`config.mk`:
```
export PLATFORM = sky130hd
export DESIGN_NAME = map_arbiter
export DESIGN_NICKNAME = d
export VERILOG_FILES = /design/src/rtl/map_arb_pkg.sv /design/src/rtl/map_onehot_dec.sv /design/src/rtl/map_arbiter.sv
export SDC_FILE = /design/constraint.sdc
export NUM_CORES = 1
export LEC_CHECK = 0
export BUFFER_PORTS_ARGS = -buffer_cell sky130_fd_sc_hd__clkbuf_2
export CORE_AREA = 2 2 188 190
export DETAILED_ROUTE_END_ITERATION = 10
export DIE_AREA = 0 0 190 192
export HOLD_SLACK_MARGIN = 0.08
export RECOVER_POWER = 50
export SYNTH_ARGS = -nofsm -noshare
export SYNTH_HDL_FRONTEND = slang
export SYNTH_SLANG_ARGS = --single-unit
export TNS_END_PERCENT = 50
```
`constraint.sdc`:
```
create_clock -name mclk -period 4.25 [get_ports mclk]
set_clock_uncertainty 0.2 [all_clocks]
set_input_delay 0.425 -clock mclk [delete_from_list [all_inputs] [get_ports mclk]]
set_output_delay 0.425 -clock mclk [all_outputs]
set_load 0.005 [all_outputs]
```
`src/rtl/map_arb_pkg.sv`:
```
// Shared types and constants for the mapper-channel arbiter.
package map_arb_pkg;

  typedef enum logic {
    OWN   = 1'b0,
    DRAIN = 1'b1
  } map_state_t;

  localparam int unsigned DFLT_CH  = 0;
  localparam logic [7:0]  DRAIN_DI = 8'hFF;

endpackage

```
`src/rtl/map_onehot_dec.sv`:
```
// Mapper request decoder: single request -> channel index, none or several -> default channel.
module map_onehot_dec #(
  parameter int unsigned NUM_MAP = 5,
  parameter int unsigned IDX_W   = $clog2(NUM_MAP + 1)
) (
  input  logic [NUM_MAP-1:0] map_active,
  output logic [IDX_W-1:0]   req_idx,
  output logic               multi
);

  logic w_seen;

  always_comb begin
    req_idx = '0;
    multi   = 1'b0;
    w_seen  = 1'b0;
    for (int unsigned k = 0; k < NUM_MAP; k++) begin
      if (map_active[k]) begin
        if (w_seen) multi = 1'b1;
        w_seen  = 1'b1;
        req_idx = IDX_W'(k + 1);
      end
    end
    if (multi) req_idx = '0;
  end

endmodule

```
`src/rtl/map_arbiter.sv`:
```
// Selects which mapper channel drives the cartridge buses, inserting bus-quiet cycles on owner change.
// Optional conflict logging (conflict_vec, conflict_cnt) is enabled by defining MAP_ARB_CONFLICT_LOG_EN.
module map_arbiter
  import map_arb_pkg::*;
#(
  parameter int unsigned            NUM_MAP       = 5,
  parameter int unsigned            ROM_AW        = 24,
  parameter int unsigned            BSRAM_AW      = 20,
  parameter int unsigned            QUIET_CYC     = 2,
  parameter logic [NUM_MAP-1:0]     NO_TURBO_MASK = 5'b01010,
  parameter int unsigned            CH_ROM_AW     = ROM_AW
) (
  input  logic                              mclk,
  input  logic                              rst_n,
  input  logic [NUM_MAP-1:0]                map_active,
  input  logic [(NUM_MAP+1)*8-1:0]          ch_do,
  input  logic [NUM_MAP:0]                  ch_irq_n,
  input  logic [(NUM_MAP+1)*CH_ROM_AW-1:0]  ch_rom_addr,
  input  logic [NUM_MAP:0]                  ch_rom_ce_n,
  input  logic [NUM_MAP:0]                  ch_rom_oe_n,
  input  logic [NUM_MAP:0]                  ch_rom_word,
  input  logic [(NUM_MAP+1)*BSRAM_AW-1:0]   ch_bsram_addr,
  input  logic [(NUM_MAP+1)*8-1:0]          ch_bsram_d,
  input  logic [NUM_MAP:0]                  ch_bsram_ce_n,
  input  logic [NUM_MAP:0]                  ch_bsram_oe_n,
  input  logic [NUM_MAP:0]                  ch_bsram_we_n,
  output logic [7:0]                        di,
  output logic                              irq_n,
  output logic [ROM_AW-1:0]                 rom_addr,
  output logic                              rom_ce_n,
  output logic                              rom_oe_n,
  output logic                              rom_word,
  output logic [BSRAM_AW-1:0]               bsram_addr,
  output logic [7:0]                        bsram_d,
  output logic                              bsram_ce_n,
  output logic                              bsram_oe_n,
  output logic                              bsram_we_n,
  output logic [$clog2(NUM_MAP+1)-1:0]      sel_idx,
  output logic                              switching,
  output logic                              conflict,
  output logic                              turbo_allow
`ifdef MAP_ARB_CONFLICT_LOG_EN
  ,
  output logic [NUM_MAP-1:0]                conflict_vec,
  output logic [7:0]                        conflict_cnt
`endif
);

  localparam int unsigned      IDX_W   = $clog2(NUM_MAP + 1);
  localparam logic [3:0]       RELOAD  = (QUIET_CYC == 0) ? 4'd0 : 4'(QUIET_CYC - 1);
  localparam logic [NUM_MAP:0] NT_FULL = {NO_TURBO_MASK, 1'b0};

  map_state_t       r_state, w_state_nxt;
  logic [IDX_W-1:0] r_cur_idx, w_cur_nxt;
  logic [IDX_W-1:0] r_pend_idx, w_pend_nxt;
  logic [3:0]       r_cnt, w_cnt_nxt;
  logic             r_conflict;

  logic [IDX_W-1:0] w_req_idx;
  logic             w_multi;
  logic [IDX_W-1:0] w_mux_idx;

  logic [7:0]           w_do;
  logic                 w_irq_n;
  logic [CH_ROM_AW-1:0] w_rom_addr;
  logic                 w_rom_ce_n, w_rom_oe_n, w_rom_word;
  logic [BSRAM_AW-1:0]  w_bsram_addr;
  logic [7:0]           w_bsram_d;
  logic                 w_bsram_ce_n, w_bsram_oe_n, w_bsram_we_n;

  map_onehot_dec #(
    .NUM_MAP (NUM_MAP),
    .IDX_W   (IDX_W)
  ) u_dec (
    .map_active (map_active),
    .req_idx    (w_req_idx),
    .multi      (w_multi)
  );

  always_ff @(posedge mclk or negedge rst_n) begin
    if (!rst_n) begin
      r_state    <= OWN;
      r_cur_idx  <= IDX_W'(DFLT_CH);
      r_pend_idx <= IDX_W'(DFLT_CH);
      r_cnt      <= '0;
      r_conflict <= 1'b0;
    end else begin
      r_state    <= w_state_nxt;
      r_cur_idx  <= w_cur_nxt;
      r_pend_idx <= w_pend_nxt;
      r_cnt      <= w_cnt_nxt;
      r_conflict <= r_conflict | w_multi;
    end
  end

  always_comb begin
    w_state_nxt = r_state;
    w_cur_nxt   = r_cur_idx;
    w_pend_nxt  = r_pend_idx;
    w_cnt_nxt   = r_cnt;
    case (r_state)
      OWN: begin
        if (w_req_idx != r_cur_idx) begin
          if (QUIET_CYC == 0) begin
            w_cur_nxt = w_req_idx;
          end else begin
            w_pend_nxt  = w_req_idx;
            w_cnt_nxt   = RELOAD;
            w_state_nxt = DRAIN;
          end
        end
      end
      DRAIN: begin
        // A changed request restarts the quiet window, even on the final count.
        if (w_req_idx != r_pend_idx) begin
          w_pend_nxt = w_req_idx;
          w_cnt_nxt  = RELOAD;
        end else if (r_cnt == '0) begin
          w_cur_nxt   = r_pend_idx;
          w_state_nxt = OWN;
        end else begin
          w_cnt_nxt = r_cnt - 4'd1;
        end
      end
      default: w_state_nxt = OWN;
    endcase
  end

  assign w_mux_idx = (r_state == DRAIN) ? r_pend_idx : r_cur_idx;

  always_comb begin
    w_do         = '0;
    w_irq_n      = 1'b1;
    w_rom_addr   = '0;
    w_rom_ce_n   = 1'b1;
    w_rom_oe_n   = 1'b1;
    w_rom_word   = 1'b0;
    w_bsram_addr = '0;
    w_bsram_d    = '0;
    w_bsram_ce_n = 1'b1;
    w_bsram_oe_n = 1'b1;
    w_bsram_we_n = 1'b1;
    for (int unsigned ch = 0; ch <= NUM_MAP; ch++) begin
      if (IDX_W'(ch) == w_mux_idx) begin
        w_do         = ch_do[ch*8 +: 8];
        w_irq_n      = ch_irq_n[ch];
        w_rom_addr   = ch_rom_addr[ch*CH_ROM_AW +: CH_ROM_AW];
        w_rom_ce_n   = ch_rom_ce_n[ch];
        w_rom_oe_n   = ch_rom_oe_n[ch];
        w_rom_word   = ch_rom_word[ch];
        w_bsram_addr = ch_bsram_addr[ch*BSRAM_AW +: BSRAM_AW];
        w_bsram_d    = ch_bsram_d[ch*8 +: 8];
        w_bsram_ce_n = ch_bsram_ce_n[ch];
        w_bsram_oe_n = ch_bsram_oe_n[ch];
        w_bsram_we_n = ch_bsram_we_n[ch];
      end
    end
  end

  always_comb begin
    di         = w_do;
    irq_n      = w_irq_n;
    rom_addr   = ROM_AW'(w_rom_addr);
    rom_ce_n   = w_rom_ce_n;
    rom_oe_n   = w_rom_oe_n;
    rom_word   = w_rom_word;
    bsram_addr = w_bsram_addr;
    bsram_d    = w_bsram_d;
    bsram_ce_n = w_bsram_ce_n;
    bsram_oe_n = w_bsram_oe_n;
    bsram_we_n = w_bsram_we_n;
    if (r_state == DRAIN) begin
      di         = DRAIN_DI;
      irq_n      = 1'b1;
      rom_ce_n   = 1'b1;
      rom_oe_n   = 1'b1;
      bsram_ce_n = 1'b1;
      bsram_oe_n = 1'b1;
      bsram_we_n = 1'b1;
    end
  end

  assign sel_idx     = r_cur_idx;
  assign switching   = (r_state == DRAIN);
  assign conflict    = r_conflict;
  assign turbo_allow = (r_state == OWN) && !NT_FULL[r_cur_idx];

`ifdef MAP_ARB_CONFLICT_LOG_EN
  logic [NUM_MAP-1:0] r_conflict_vec;
  logic [7:0]         r_conflict_cnt;
  logic               r_multi_d;

  always_ff @(posedge mclk or negedge rst_n) begin
    if (!rst_n) begin
      r_conflict_vec <= '0;
      r_conflict_cnt <= '0;
      r_multi_d      <= 1'b0;
    end else begin
      r_multi_d <= w_multi;
      if (w_multi && !r_conflict) r_conflict_vec <= map_active;
      if (w_multi && !r_multi_d && (r_conflict_cnt != 8'hFF))
        r_conflict_cnt <= r_conflict_cnt + 8'd1;
    end
  end

  assign conflict_vec = r_conflict_vec;
  assign conflict_cnt = r_conflict_cnt;
`endif

endmodule

```
* Yosys cells after proc, flatten, opt, wreduce, memory -nomap -nowiden
Memories as Yosys holds them, arrays and structs flattened.
Index checks and enable logic that the tools add are counted.
** Storage, ports and cells
- Output and inout port bits :: 73
- Register bits after elaboration :: 12
- Input bits :: 409
- Bits in read-only memories :: 8
- Word-level logic and storage cells :: 132
- Memories :: 1
** Memory list
- (no name shown) :: depth 8, bits a word 1, read ports 1, clocked after Yosys merged registers in 0, wr ports 0, line map_arbiter.sv:186 : assign turbo_allow = (r_state == OWN) && !NT_FULL[r_cur_idx];
** Operators by class
- Reductions and logical operators :: 7
- Equal/unequal tests :: 10
- $add $sub $neg :: 1
- Order comparisons :: 1
- Bitwise operators :: 3
- Muxes and demuxes :: 104
** Operator list (count)
- two-way mux 24 bit :: 6
- two-way mux 20 bit :: 6
- two-way mux 8 bit :: 13
- two-way mux 1 bit :: 65
- two-way mux 3 bit :: 6
- two-way mux 4 bit :: 3
- case mux 4 bit (2 select lines) :: 1
- equality test 2 x 3 -> 1 bit (first input constant) :: 2
- equality test 3 bit (first input constant) :: 2
- != test 3 bit :: 2
- case mux 3 bit (2 select lines) :: 1
- logical NOT 4 bit :: 1
- < comparator 3 x 4 -> 1 bit (second input constant) :: 1
- two-way mux 2 bit :: 2
- AND reduction 2 bit :: 2
- subtractor 4 x 1 -> 4 bit (second input constant) :: 1
- equality test 1 x 3 -> 1 bit (first input constant) :: 1
- logical NOT 3 bit :: 1
- != test 3 bit (second input constant) :: 1
- AND reduction 3 bit :: 1
- != test 2 x 1 -> 1 bit (second input constant) :: 1
- != test 2 bit (second input constant) :: 1
- NOT 1 bit :: 2
- case mux 1 bit (2 select lines) :: 1
- other kinds (3) :: 3

* Depth between registers and ports, before layout
Gate-level depths: netlist of the first run.
- Depth in word-level cells :: 13
- Mapped depth :: 9
- Mapped depth without buffers :: 6

* By module
A second synthesis of the first run with hierarchy kept.
** Unflattened totals
- Cell total of the unflattened synthesis :: 432
- Area total of the unflattened synthesis :: 3438.3 um2
** By module, submodules not included
- map_arbiter :: area each 3349.5 um2, sequential area each 300.3 um2, times used 1, cells an instance 421
- map_onehot_dec :: area each 88.8 um2, sequential area each 0.0 um2, times used 1, cells an instance 11

* Least setup slack after synthesis of the first run
OpenSTA, ideal clock, no wires.
- Path kind :: register -> output
- From :: reg r_cur_idx[2], in the netlist sel_idx[2]
- To :: out bsram_addr[0]
- Data required time :: 3.625 ns
- Arrival time :: 1.875 ns
- Path slack :: 1.750 ns
- Path buffers :: 3
- Stages on the path, launching flop included :: 8
- Path through :: dfrtp_1 clkbuf_1 nand2b_1 mux2i_1 clkbuf_1 clkbuf_1 a221oi_1 o22ai_1
** On the way
- Cells in the longest elaborated chain, start to end :: 8
- Elaborated cells on any way between the ends :: 13
** Ends and longest elaborated chain
- from (decl) :: line map_arbiter.sv:54 : logic [IDX_W-1:0] r_cur_idx, w_cur_nxt;
- from (signal assigned) :: line map_arbiter.sv:83 : r_cur_idx <= IDX_W'(DFLT_CH);
- from (signal assigned) :: line map_arbiter.sv:89 : r_cur_idx <= w_cur_nxt;
- two-way mux 3 bit * :: line map_arbiter.sv:129 : assign w_mux_idx = (r_state == DRAIN) ? r_pend_idx : r_cur_idx;
- logical NOT 3 bit :: line map_arbiter.sv:144 : if (IDX_W'(ch) == w_mux_idx) begin
- two-way mux 20 bit (5 in series) :: line map_arbiter.sv:144
- two-way mux 20 bit * :: line map_arbiter.sv:144
- to (decl) :: line map_arbiter.sv:33 : output logic [BSRAM_AW-1:0] bsram_addr,
Mark *: on every way between the ends. The rest lies on a longest branch, timed or not.

* Worst setup path in the final report of the first run
- From :: reg r_cur_idx[1], in the netlist sel_idx[1]
- To :: out rom_addr[22]
** On the way
- Cells in the longest elaborated chain, start to end :: 8
- Elaborated cells on any way between the ends :: 13
** Ends and longest elaborated chain
- two-way mux 3 bit * :: line map_arbiter.sv:129
- logical NOT 3 bit :: line map_arbiter.sv:144
- two-way mux 24 bit (5 in series) :: line map_arbiter.sv:144
- two-way mux 24 bit * :: line map_arbiter.sv:144
- to (decl) :: line map_arbiter.sv:29 : output logic [ROM_AW-1:0] rom_addr,
Marks and branches as above.

==> results.tsv, run 1 <==
stage	metric	value	unit
critical_path	r2r setup slk	1.55	ns
clock_tree	total setup buffers inserted after CTS	0	
min_path	Hold Crit Start	conflict	
critical_path	Worst EP required	3.62	ns
critical_path	reg2reg end	sel_idx[2]	
clock_tree	# H-tree levels	1	
grt	first-pass GRT wire length	35000	um
drt	post-route ant nets	0	
drt	initial DRC count	374	
timing	Hold WS	0.268	ns
grt	pin count of the biggest net entering global routing	58	
grt	vias in the first global route	5990	
critical_path	critical path launch point	sel_idx[1]	
die	FP Rows	68	
logic_synthesis	Async SR Flop Fraction	1.00	
die	Placeable Area	34300	sq um
status	outcome	finished clean	
timing	RSZ-0062 raised after global routing	false	
logic_synthesis	synthesized area	3760	sq um
grt	global-route met2 utilization	0.215	
clock_tree	CTS root buffer	clkbuf_16	
timing	fmax	279	MHz
timing	Slew @ Worst Pin	1.37	ns
logic_synthesis	most used flip-flop cell after synthesis	dfrtp_1	
drt	DRC viols	0	
finish	most common cell after layout, fill and taps aside	clkbuf_2	
grt	initial antenna violation count	3	
finish	Synth-to-Final Area Change	79.1	%
die	Initial Util	0.110	
logic_synthesis	syn nets	928	
logic_synthesis	#FFs+latches synth	12	
timing	Hold Vio Cnt, Final	0	
grt	layer with the highest usage	met2	
die	die area	36500	sq um
drt	routed vias/inst	4.54	
clock_tree	CTS tree	done	
timing	Slew headroom	0.0845	
min_path	HP Class	reg -> reg	
place	pre-CTS WS	0.822	ns
drt	drt total wl	25400	um
place	dpl cell area	6690	sq um
critical_path	CP Class	reg -> out	
drt	wire per inst	18.1	um
pwr	Final Power	3.60	mW
logic_synthesis	Post-synth EDFFs	0	
timing	Final Critical Period	3.59	ns
critical_path	CP startpoint kind	flop	
finish	Fillers	3890	
critical_path	critical path fanouts, max	30	
die	Ports	482	
die	die width	190	um
finish	NumNets Final	1363	
logic_synthesis	post-synth cell types	51	
pwr	LEAKAGE	3.20	nW
critical_path	r2r startpoint	r_pend_idx[2]	
grt	grt ovf	0	
finish	Final Instance Area	6730	sq um
logic_synthesis	Ys Warns	0	
finish	FF+latch area	300	sq um
finish	layout cells sized above 1	0.523	
place	Detail Placement HPWL	21700	um
finish	commonest cells after routing, fill and taps aside	469 x clkbuf_2, 82 x a221oi_1, 80 x nand2_1, 71 x mux2i_1, 38 x o22ai_1	
place	port bufs	481	
clock_tree	CTS Sinks	12	
drt	DR pass1 iterations	5	
critical_path	Worst setup endpoint	rom_addr[22]	
die	Die Span Y	192	um
logic_synthesis	synthesized instance count	518	
pwr	peak supply drop	293	uV
timing	period utilization	0.844	
clock_tree	# hold bufs at CTS	1	
job	max cap viols	0	
grt	met3 usage	0.0236	
critical_path	Worst Setup End Kind	primary output	
timing	setup violators final	0	
grt	GRT Util Overall	0.124	
clock_tree	clock transition time at the flip-flop clock pins of the worst setup and hold paths	0.04	ns
place	gpl congestion	0.829	
pwr	Pwr Density	534	nW/um^2
logic_synthesis	sequential element share of the synthesized area	0.0799	
critical_path	CP Data Arrival Time	2.96	ns
critical_path	R2R depth	4	
finish	n_diodes	0	
logic_synthesis	Synth Area per Inst	7.26	sq um
clock_tree	clk buf depth	2	
clock_tree	PostCTS Resize Cnt	0	
drt	Vias	6385	
finish	multi-input logic area	3210	sq um
grt	GR Layer Usage met1	0.159	
timing	Slew Limit Fails	0	
clock_tree	Worst-Skew Late Latency	0.24	ns
clock_tree	CTS Buf Count	3	
timing	total negative slack	0	ns
timing	Setup WS post-layout	0.664	ns
-- sequential cells by signal, indices dropped and copies added (netlist names) --
register,count
switching,1
r_cnt,4
r_pend_idx,3
sel_idx,3
conflict,1
-- synthesized netlist by cell type (2+ instances only) --
cell type	instances	area share
a221oi_1	82	0.19
nand2_1	80	0.080
mux2i_1	74	0.20
clkbuf_1	47	0.047
o22ai_1	38	0.063
nor2_1	19	0.019
o221ai_1	16	0.037
buf_2	13	0.017
a21oi_1	12	0.016
dfrtp_1	12	0.080
nand3_1	10	0.013
o21ai_0	10	0.013
a221o_1	9	0.024
or3_1	7	0.012
a31oi_1	6	0.010
nand2b_1	6	0.010
nor3_1	6	0.0080
a22oi_1	5	0.010
mux2_2	5	0.015
a211o_1	4	0.0093
buf_1	4	0.0040
inv_1	4	0.0040
o211ai_1	4	0.0080
o31ai_1	4	0.0080
a222oi_1	3	0.0080
nor4_1	3	0.0050
xnor2_1	3	0.0070
a211oi_1	2	0.0040
and2_1	2	0.0033
buf_6	2	0.0060
mux4_2	2	0.012
nor2b_1	2	0.0033
nor4b_1	2	0.0047
o41ai_1	2	0.0047
or4_1	2	0.0040
-- per-stage QoR --
stage | cells | util
6_report | 1406 | 0.196
5_1_grt | 1406 | 0.196
3_3_place_gp | 1402 | 0.195
2_1_floorplan | 518 | -
3_5_place_dp | 1402 | 0.195
4_1_cts | 1406 | 0.198
-- worst min-delay path by stage --
stage | slack (ns) | to | cells after the start
after detailed placement | 0.13 | conflict | 1
after floorplan | -0.07 | conflict | 0
final | 0.27 | conflict | 1
after global routing | 0.28 | conflict | 1
after global placement | 0.13 | conflict | 1
after CTS | 0.27 | conflict | 1
-- cell type report --
type                            instances  area share
Multi-Input combinational cell        435       0.477
Timing Repair Buffer                  496       0.379
Tap cell                              455      0.0846
Sequential cell                        12      0.0446
Clock buffer                            3      0.0112
Inverter                                5     0.00279
-- cells by family after synthesis --
group,share of synthesized area
xor+xnor,0.00932
fa+ha+maj,0.00599
compound gates,0.418
simple gates,0.183
buf+inv,0.0792
flops,0.0799
mux,0.224
-- worst max-delay path, cell delays in order (launching register included) --
cell,delay [ns]
dfrtp_1,0.52
nand2b_1,0.27
mux2_1,1.10
o21ai_0,0.41
o22ai_1,0.24
clkbuf_2,0.17
-- where the power goes --
group | switching [mW] | internal (mW)
Combinational | 1.82 | 1.37
Clock | 0.0466 | 0.122
Sequential | 0.0903 | 0.151
Total | 1.95 | 1.64
-- per-layer routing --
| layer | vias up | wire length [um] |
|---|---|---|
| met1 | 2984 | 10300 |
| met2 | 371 | 12400 |
| li1 | 2994 | - |
| met4 | 6 | 541 |
| met5 | - | 27 |
| met3 | 30 | 2180 |
(Power assumes the default switching activity.)
==> inputs of run 2 (changes only) <==
- CORE_AREA: 2 2 188 190 -> 2 2 189 191
- DIE_AREA: 0 0 190 192 -> 0 0 191 193
- clock period: 4.25 -> 3.2 ns (I/O delays scaled with it)
==> results.tsv, run 2 (synthesized netlist as in run 1, its figures left out) <==
stage	metric	value	unit
finish	Largest Register	r_cnt	
clock_tree	PostCTS Resize Cnt	0	
die	Die Span Y	193	um
drt	DR pass1 iterations	5	
min_path	HP Class	in -> reg	
min_path	Hold Crit Start	map_active[3]	
clock_tree	CTS Buf Count	3	
critical_path	Worst Setup End Kind	primary output	
finish	FF+latch area	300	sq um
clock_tree	CTS Sinks	12	
pwr	Gate power share	0.887	
place	port bufs	481	
timing	fmax	339	MHz
die	FP Rows	69	
drt	DRC viols	0	
critical_path	CP Buf/Inv Count	3	
job	max cap viols	0	
min_path	Worst Hold Depth	3	
finish	Synth-to-Final Area Change	81.2	%
finish	NumNets Final	1365	
timing	Setup WS post-layout	0.251	ns
clock_tree	clock transition time at the flip-flop clock pins of the worst setup and hold paths	0.05	ns
clock_tree	CTS tree	done	
critical_path	reg2reg end	sel_idx[2]	
finish	n_diodes	0	
pwr	P_sw	2.63	mW
pwr	Pint	2.26	mW
critical_path	CP Data Arrival Time	2.43	ns
clock_tree	clk buf depth	2	
finish	layout cells sized above 1	0.531	
critical_path	CP startpoint kind	flop	
pwr	Pwr Density	719	nW/um^2
pwr	peak supply drop	300	uV
timing	Slew @ Worst Pin	0.887	ns
timing	total negative slack	0	ns
min_path	Hold Crit Endpoint	conflict	
place	Detail Placement HPWL	20700	um
grt	vias in the first global route	5686	
grt	initial antenna violation count	1	
clock_tree	# H-tree levels	1	
drt	post-route ant nets	0	
place	gpl congestion	0.819	
die	Initial Util	0.107	
timing	setup violators final	0	
grt	first-pass GRT wire length	32400	um
drt	drt total wl	24600	um
pwr	switching share of power	0.538	
finish	Fillers	3968	
finish	max reg flops	4	
drt	wire per inst	17.4	um
critical_path	critical path fanouts, max	48	
grt	grt ovf	0	
timing	Final Critical Period	2.95	ns
die	die area	36900	sq um
timing	Slew Limit Fails	0	
critical_path	CP Class	reg -> out	
clock_tree	total setup buffers inserted after CTS	0	
die	Placeable Area	35000	sq um
clock_tree	Worst-Skew Late Latency	0.25	ns
place	pre-CTS WS	0.405	ns
critical_path	slowest CP cell	a221oi_1	
finish	most common cell after layout, fill and taps aside	clkbuf_2	
timing	period utilization	0.922	
die	Ports	482	
critical_path	r2r startpoint	r_cnt[0]	
pwr	fraction of power consumed by the clock network	0.054	
timing	Slew headroom	0.400	
critical_path	R2R depth	5	
clock_tree	CTS root buffer	clkbuf_16	
status	outcome	finished clean	
grt	GRT Util Overall	0.115	
drt	Vias	6431	
timing	RSZ-0062 raised after global routing	false	
critical_path	CP top delay family	compound AO/OA/AOI/OAI gates	
pwr	LEAKAGE	3.24	nW
critical_path	Cell Chain, Critical Path	buf_4 -> mux2_8 -> buf_12 -> a221oi_1 -> o22ai_1 -> clkbuf_2	
critical_path	Worst EP required	2.68	ns
critical_path	r2r setup slk	0.58	ns
drt	routed vias/inst	4.54	
critical_path	Worst path max stage delay	0.54	ns
pwr	sequential power share	0.059	
die	die width	191	um
drt	initial DRC count	417	
finish	commonest cells after routing, fill and taps aside	475 x clkbuf_2, 82 x a221oi_1, 80 x nand2_1, 71 x mux2i_1, 38 x o22ai_1	
finish	multi-input logic area	3210	sq um
grt	pin count of the biggest net entering global routing	63	
timing	Hold Vio Cnt, Final	0	
==> run 2: cell types whose count changed in the layout (fill, tap and decap cells not counted), sizes merged <==
cell	before	now
buf	13	15
clkbuf	485	486
==> run 2: worst max path at each step <==
stage                    start  slack [ns]  cells past startpoint            end
floorplan           sel_idx[2]        0.81                      7  bsram_addr[0]
global placement     switching        0.50                      6   rom_addr[12]
detailed placement   switching        0.40                      6   rom_addr[23]
CTS                  switching        0.15                      6   rom_addr[23]
global route         switching        0.10                      6   rom_addr[23]
finish               switching        0.25                      6   rom_addr[23]
==> run 2: per-stage QoR <==
step                instances  total power [mW]  utilization  cell area (sq um)  hold WS (ns)
finish                   1415              4.90        0.195               6810         0.207
floorplan                 518              2.76            -               3760        -0.176
CTS                      1415              4.96        0.196               6850         0.201
detailed placement       1410              4.69        0.193               6750        0.0345
global route             1415              5.31        0.195               6810         0.248
global placement         1410              4.64        0.193               6750        0.0257
==> run 2: power groups by stage <==
stage / clock (mW) / combinational (mW) / sequential [mW]
3_3_place_gp: 0 / 4.36 / 0.283
6_report: 0.265 / 4.35 / 0.287
5_1_grt: 0.277 / 4.74 / 0.295
2_1_floorplan: 0 / 2.52 / 0.238
4_1_cts: 0.265 / 4.41 / 0.285
3_5_place_dp: 0 / 4.40 / 0.287
==> run 2: metal layers <==
| layer | global-route usage | wire, um | up-vias |
|---|---|---|---|
| met3 | 0.0129 | 1930 | 44 |
| met5 | 0 | 7 | - |
| met2 | 0.198 | 12000 | 391 |
| met1 | 0.146 | 9690 | 2997 |
| li1 | - | - | 2997 |
| met4 | 0.0477 | 979 | 2 |
==> run 2: cell type report <==
class                      instances  share of cell area
inverter                           5             0.00276
sequential                        12              0.0441
clock buffer                       4              0.0130
timing repair buffer             498               0.384
multi-input combinational        435               0.472
tap                              461              0.0847
==> run 2: timing repair <==
item / in CTS / in global routing
hold buffers: 1 / 0
endpoints found under the hold margin: 12 / 0
setup endpoints to repair: 0 / 0
==> run 2: worst reg2reg max path: cells and delay by family (launching register included) <==
kind | cells | cell delay (ns)
simple gates | 2 | 1.24
flops | 1 | 0.41
mux | 1 | 0.41
fa+ha+maj | 1 | 0.18
buf+inv | 1 | 0.07
